$ cat src/rtl/decode_issue_ctrl.sv
// Decode-stage sequencing and hazard control.
// Holds one fetched instruction in a decode (D) slot, classifies it for the
// external immediate generator, checks its sources against a busy scoreboard
// and the execute (E) slot, and issues it into a registered E slot.

package decode_issue_pkg;
  typedef enum logic [2:0] {
    INST_R = 3'd0,
    INST_I = 3'd1,
    INST_S = 3'd2,
    INST_B = 3'd3,
    INST_U = 3'd4,
    INST_J = 3'd5
  } inst_type_e;
endpackage

module decode_issue_ctrl
  import decode_issue_pkg::*;
(
  input  logic        clk_i,
  input  logic        rst_i,
  input  logic        if_valid_i,
  input  logic [31:0] if_instruction_i,
  input  logic [31:0] if_pc_i,
  output logic        if_ready_o,
  output logic [31:0] imm_instruction_o,
  output logic [2:0]  imm_type_o,
  input  logic [31:0] imm_immediate_i,
  output logic        ex_valid_o,
  input  logic        ex_ready_i,
  output logic [31:0] ex_instruction_o,
  output logic [31:0] ex_pc_o,
  output logic [31:0] ex_immediate_o,
  output logic [2:0]  ex_type_o,
  output logic        ex_illegal_o,
  input  logic        wb_valid_i,
  input  logic [4:0]  wb_rd_i,
  input  logic        flush_i
);

  // D slot
  logic        d_valid;
  logic [31:0] d_instr;
  logic [31:0] d_pc;

  // E slot
  logic        e_valid;
  logic [31:0] e_instr;
  logic [31:0] e_pc;
  logic [31:0] e_imm;
  inst_type_e  e_type;
  logic        e_illegal;
  logic [4:0]  e_rd;
  logic        e_writes;

  // Scoreboard of destinations handed to execute but not yet written back
  logic [31:0] busy_q;
  logic [31:0] busy_d;

  // Decode of the D slot; an empty slot presents an all-zero word
  logic [31:0] d_view;
  inst_type_e  d_type;
  logic        d_illegal;
  logic [4:0]  d_rs1, d_rs2, d_rd;
  logic        uses_rs1, uses_rs2, d_writes;
  logic        rs1_hazard, rs2_hazard, hazard;
  logic        e_free, issue, handoff;

  assign d_view = d_valid ? d_instr : '0;
  assign d_rd   = d_view[11:7];
  assign d_rs1  = d_view[19:15];
  assign d_rs2  = d_view[24:20];

  // Opcode classification; unknown opcodes fall back to R with illegal set
  always_comb begin
    // NOTE: every output of a combinational block gets a default first so no
    // path leaves it unassigned and a latch cannot be inferred.
    d_type    = INST_R;
    d_illegal = 1'b0;
    unique case (d_view[6:0])
      7'b0010011, 7'b0000011, 7'b1100111, 7'b1110011: d_type = INST_I;
      7'b0100011: d_type = INST_S;
      7'b1100011: d_type = INST_B;
      7'b0110111, 7'b0010111: d_type = INST_U;
      7'b1101111: d_type = INST_J;
      7'b0110011: d_type = INST_R;
      default:    d_illegal = 1'b1;
    endcase
  end

  // Register usage derived from the class; illegal words touch nothing
  always_comb begin
    uses_rs1 = 1'b0;
    uses_rs2 = 1'b0;
    d_writes = 1'b0;
    if (!d_illegal) begin
      uses_rs1 = (d_type == INST_I) || (d_type == INST_S) ||
                 (d_type == INST_B) || (d_type == INST_R);
      uses_rs2 = (d_type == INST_S) || (d_type == INST_B) || (d_type == INST_R);
      d_writes = ((d_type == INST_I) || (d_type == INST_U) ||
                  (d_type == INST_J) || (d_type == INST_R)) && (d_rd != 5'd0);
    end
  end

  // A source is blocked by a busy bit not being retired this cycle, or by a
  // pending write still sitting in the E slot
  always_comb begin
    rs1_hazard = 1'b0;
    rs2_hazard = 1'b0;
    if (uses_rs1 && (d_rs1 != 5'd0)) begin
      rs1_hazard = (busy_q[d_rs1] && !(wb_valid_i && (wb_rd_i == d_rs1))) ||
                   (e_valid && e_writes && (e_rd == d_rs1));
    end
    if (uses_rs2 && (d_rs2 != 5'd0)) begin
      rs2_hazard = (busy_q[d_rs2] && !(wb_valid_i && (wb_rd_i == d_rs2))) ||
                   (e_valid && e_writes && (e_rd == d_rs2));
    end
  end

  assign hazard     = rs1_hazard || rs2_hazard;
  assign e_free     = !e_valid || ex_ready_i;
  assign issue      = d_valid && !hazard && e_free && !flush_i;
  assign if_ready_o = !d_valid || issue;
  assign ex_valid_o = e_valid && !flush_i;
  assign handoff    = ex_valid_o && ex_ready_i && e_writes;

  assign imm_instruction_o = d_view;
  assign imm_type_o        = d_type;

  assign ex_instruction_o = e_instr;
  assign ex_pc_o          = e_pc;
  assign ex_immediate_o   = e_imm;
  assign ex_type_o        = e_type;
  assign ex_illegal_o     = e_illegal;

  // Next scoreboard: retire first, so a same-bit handoff set wins
  always_comb begin
    busy_d = busy_q;
    if (wb_valid_i) busy_d[wb_rd_i] = 1'b0;
    if (handoff)    busy_d[e_rd]    = 1'b1;
    busy_d[0] = 1'b0;
  end

  // D slot: refills whenever it is empty or its occupant issues
  always_ff @(posedge clk_i) begin
    // NOTE: state is updated with non-blocking assignments so every flop
    // samples the pre-edge values regardless of statement order.
    if (rst_i) begin
      d_valid <= 1'b0;
      d_instr <= '0;
      d_pc    <= '0;
    end else if (flush_i) begin
      d_valid <= 1'b0;
    end else if (if_ready_o) begin
      d_valid <= if_valid_i;
      if (if_valid_i) begin
        d_instr <= if_instruction_i;
        d_pc    <= if_pc_i;
      end
    end
  end

  // E slot: loads on issue, empties on handoff without a replacement
  always_ff @(posedge clk_i) begin
    if (rst_i) begin
      e_valid   <= 1'b0;
      e_instr   <= '0;
      e_pc      <= '0;
      e_imm     <= '0;
      e_type    <= INST_R;
      e_illegal <= 1'b0;
      e_rd      <= '0;
      e_writes  <= 1'b0;
    end else if (flush_i) begin
      e_valid <= 1'b0;
    end else if (issue) begin
      e_valid   <= 1'b1;
      e_instr   <= d_instr;
      e_pc      <= d_pc;
      e_imm     <= imm_immediate_i;
      e_type    <= d_type;
      e_illegal <= d_illegal;
      e_rd      <= d_rd;
      e_writes  <= d_writes;
    end else if (ex_ready_i) begin
      e_valid <= 1'b0;
    end
  end

  // Busy scoreboard register
  always_ff @(posedge clk_i) begin
    // NOTE: the scoreboard is a plain flop vector, not a RAM, so it takes a
    // reset; stale busy bits after reset would deadlock decode.
    if (rst_i) busy_q <= '0;
    else       busy_q <= busy_d;
  end

endmodule
$ cat config.mk
export PLATFORM = sky130hd
export DESIGN_NAME = decode_issue_ctrl
export DESIGN_NICKNAME = d
export VERILOG_FILES = /design/src/rtl/decode_issue_ctrl.sv
export SDC_FILE = /design/constraint.sdc
export NUM_CORES = 1
export LEC_CHECK = 0
export BUFFER_PORTS_ARGS = -buffer_cell sky130_fd_sc_hd__buf_2
export CORE_ASPECT_RATIO = 0.8
export CORE_MARGIN = 2
export CORE_UTILIZATION = 51
export DETAILED_ROUTE_END_ITERATION = 8
export PLACE_DENSITY = 0.78
export SYNTH_ARGS = -nofsm -noshare
export SYNTH_HDL_FRONTEND = slang
export SYNTH_SLANG_ARGS = --single-unit
$ cat constraint.sdc
create_clock -name clk_i -period 2.8 [get_ports clk_i]
set_input_delay 0.14 -clock clk_i [delete_from_list [all_inputs] [get_ports clk_i]]
set_output_delay 0.14 -clock clk_i [all_outputs]
set_load 0.02 [all_outputs]
==> results.py <==
metrics = {
    "run_status": {
        "status": "complete, no violations",
    },
    "yosys": {
        "synth_area_sq_mm": 0.00937,
        "synth_top_family_by_area": "simple AND/OR/NAND/NOR gates",
        "synth_fp_nets": 1125,
        "ys.flop_type": "dfxtp_1",
        "async_flop_share_pct": 0,
        "synth_xor_area_share_pct": 1.03,
        "yosysUniqueCellTypes": 57,
        "ys_warn_count": 0,
        "synth-seq-cells": 203,
        "syn_avg_cell_area_sq_um": 9.20,
        "synth_fa_ha_area_share_pct": 0,
        "synthCells": 1018,
        "seq_area_frac_synth_pct": 43.4,
        "synth_area_leaders": "dfxtp_1, mux2i_1, nand2b_1, nor2_1, o21ai_0",
        "muxShareOfSynthArea_pct": 20.9,
        "synth_top_area_share_pct": 43.4,
        "synth-simple-area-share_pct": 22.4,
        "post-synth-top-area-cell": "dfxtp_1",
        "synth_compound_area_share_pct": 7.59,
        "synth_edf_count": 0,
    },
    "placed_design": {
        "io_buffers": 243,
        "dp_hpwl_mm": 18.7,
        "dp_slack_ns": 0.0914,
        "place_area_sq_mm": 0.0110,
        "place_congestion": 0.978,
    },
    "finish": {
        "fillers": 1243,
        "drive_gt1_share_pct": 27.5,
        "final_nets": 1478,
        "syn_to_final_growth_pct": 40.6,
        "layout_commonest_cell": "buf_2",
        "final_cell_mix": "buf_2, dfxtp_1, mux2i_1",
        "stdcell_area_sq_mm": 0.0132,
        "diodes": 0,
    },
    "sta": {
        "skew_ns": 0.00989,
        "grt_setup_unrepaired": "true",
        "fmax_mhz": 360,
        "hold_viol": 0,
        "maxSlewHeadroom_pct": 45.9,
        "worst_slack_ns": 0.0245,
        "final_max_slew_viol_count": 0,
        "worstMarginPinSlew_ns": 0.812,
        "period_minus_slack_ns": 2.78,
        "fin_crit_sh_pct": 99.1,
        "whs_ns": 0.131,
        "setup_viol": 0,
    },
    "job": {
        "max_cap_violations": 0,
    },
    "worst_hold_path": {
        "min_path_cells": 2,
        "hp-class": "in -> reg",
        "hold_path_end": "ex_pc_o[17]$_SDFFE_PP0P_",
        "hp-start": "rst_i",
    },
    "detailed_routing": {
        "drtPass1Iterations": 5,
        "drt_iter0_markers": 855,
        "avgRoutedWirePerCell_microns": 19.1,
        "vias": 8965,
        "drt_wl_total_mm": 30.8,
        "antenna_left": 0,
        "post-route-drc-count": 0,
        "via_per_inst": 5.55,
    },
    "global_route": {
        "grt_first_pass_wirelength_mm": 45.8,
        "grt_use_total_pct": 29.1,
        "grt_antenna_before_repair": 0,
        "grt_pass1_vias": 8595,
        "grt_max_degree": 137,
        "grt-ovfl-total": 0,
    },
    "critical_path": {
        "path_max_fanout": 25,
        "crit_required_ns": 3.16,
        "cp.arrival_ns": 3.13,
        "rrSetupSlack_ns": 0.02,
        "cp_slowest_cell": "mux4_2",
        "crit_chain": "mux4_2 > and2_1 > a211oi_1 > nor3_1 > o211ai_1 > buf_4 > and4b_4 > buf_6 > mux2i_1 > nor2_1",
        "slowest_delay_ns": 0.50,
        "crit_type": "reg -> reg",
        "r2r-start": "d_instr[20]$_SDFFE_PP0P_",
        "cp-start-kind": "flip-flop",
        "reg2reg_to": "ex_pc_o[23]$_SDFFE_PP0P_",
        "reg2regPathDepth": 10,
        "worstSetupEndpointType": "flip-flop",
    },
    "floorplan": {
        "start_util_pct": 51.9,
        "die_w_microns": 156,
        "pin_count": 244,
        "die_y_microns": 125,
        "die_area_sq_mm": 0.0195,
        "coreArea_sq_mm": 0.0181,
        "rows": 44,
    },
    "power": {
        "peakVddDrop_uv": 409,
        "finalPower_mw": 6.80,
        "power.leakage_nw": 5.51,
        "p_per_area_mw_per_mm2": 516,
    },
    "clock_tree": {
        "clock_path_buffers": 3,
        "cts_buffers": 22,
        "htreeDepth": 1,
        "numClockSinks": 203,
        "cts_tree": "built",
        "cts_root_buf": "clkbuf_16",
        "clkTransAtPathRegs_ns": 0.07,
        "clock_latency_ns": 0.51,
    },
}
final cells by class:
cell class | instances | area [sq um] | area share [%]
multi-input cells | 718 | 5010 | 38.0
clock inverters | 11 | 151 | 1.15
clock buffers | 28 | 603 | 4.58
repair buffers | 408 | 2980 | 22.6
flip-flops and latches | 203 | 4070 | 30.9
well taps | 230 | 288 | 2.19
inverters | 18 | 67.6 | 0.513
critical path: cells and delay by family, from the launching register on:
family	cells	cell delay, ns
multiplexers	2	0.76
AND/OR/NAND/NOR	4	0.61
flip-flops	1	0.37
buffers and inverters	2	0.47
AO/OA/AOI/OAI	2	0.39
sequential cells by signal, summed over array words and instances (netlist names):
name and count:
e_rd 5, ex_pc_o 32, ex_illegal_o 1, e_writes 1, ex_instruction_o 32, busy_q 31, ex_type_o 3, d_valid 1
e_valid 1, d_instr 32, ex_immediate_o 32, d_pc 32
cell usage after synthesis (2+ instances only):
master and count:
o221ai_1 2, inv_1 17, nor3b_1 8, nand3b_1 5
o21ai_0 40, a21oi_1 38, nor2_1 116, a211oi_1 8
nand3_1 16, nor4bb_1 3, mux4_2 5, nand2b_1 133
or3_1 4, and3_1 3, nand4_1 2, o22ai_1 3
or4_1 2, nand4b_1 3, o21a_1 2, o2111ai_1 2
buf_4 7, o21ai_1 5, dfxtp_1 203, nand2_1 52
nor2b_1 3, a22oi_1 5, nor4_1 3, a311oi_1 2
nor4b_1 2, o41ai_1 2, clkbuf_1 53, and2_1 29
xnor2_1 10, mux2i_1 182, buf_6 4, buf_2 15
nor3_1 9
report_power, final:
group          internal, mW  leakage (nW)  switching, mW  total, mW
clock                  1.81         0.370           1.23       3.05
sequential             2.95          1.65         0.0536       3.01
combinational         0.379          3.49          0.365      0.744
metrics by stage:
stage          TNS (ns)  utilization, %  cells
5_1_grt           -2.02            72.9   1616
2_1_floorplan         0               -   1018
3_5_place_dp          0            60.9   1460
3_3_place_gp          0            60.9   1460
6_report              0            72.9   1616
4_1_cts               0            70.9   1600
how the worst max path moves through the flow:
stage / from / endpoint / slack, ns / depth (start not counted)
2_1_floorplan: d_instr[16]$_SDFFE_PP0P_ / ex_instruction_o[18]$_SDFFE_PP0P_ / 0.11 / 13
3_3_place_gp: d_valid$_SDFFE_PP0P_ / ex_immediate_o[28]$_SDFFE_PP0P_ / 0.17 / 9
3_5_place_dp: d_instr[20]$_SDFFE_PP0P_ / d_instr[17]$_SDFFE_PP0P_ / 0.09 / 9
4_1_cts: d_instr[3]$_SDFFE_PP0P_ / if_ready_o / 0.005 / 8
5_1_grt: d_valid$_SDFFE_PP0P_ / ex_illegal_o$_SDFFE_PP0P_ / -0.08 / 10
6_report: d_instr[20]$_SDFFE_PP0P_ / ex_pc_o[23]$_SDFFE_PP0P_ / 0.02 / 10
kinds of logic (layout without fill, tap and decap cells):
group / Yosys count / in the layout
AND/OR/NAND/NOR: 399 / 399
flip-flops: 203 / 203
multiplexers: 189 / 189
buffers and inverters: 97 / 465
AO/OA/AOI/OAI: 119 / 119
XOR/XNOR: 11 / 11
routing by layer:
| layer | GRT usage [%] | vias to the layer above | routed length (microns) |
|---|---|---|---|
| met2 | 47.5 | 463 | 14300 |
| met4 | 8.90 | 0 | 1030 |
| li1 | - | 4174 | - |
| met1 | 39.7 | 4256 | 13000 |
| met5 | 0 | - | 0 |
| met3 | 4.85 | 72 | 2480 |
repair_timing:
item | CTS | global route
hold buffers | 98 | 0
gates resized for setup | 8 | 33
endpoints found under the hold margin | 98 | 0
setup endpoints to repair | 1 | 170
pin swaps | 3 | 10
cloned | 0 | 9
setup buffers | 3 | 8
(Power assumes the default switching activity.)
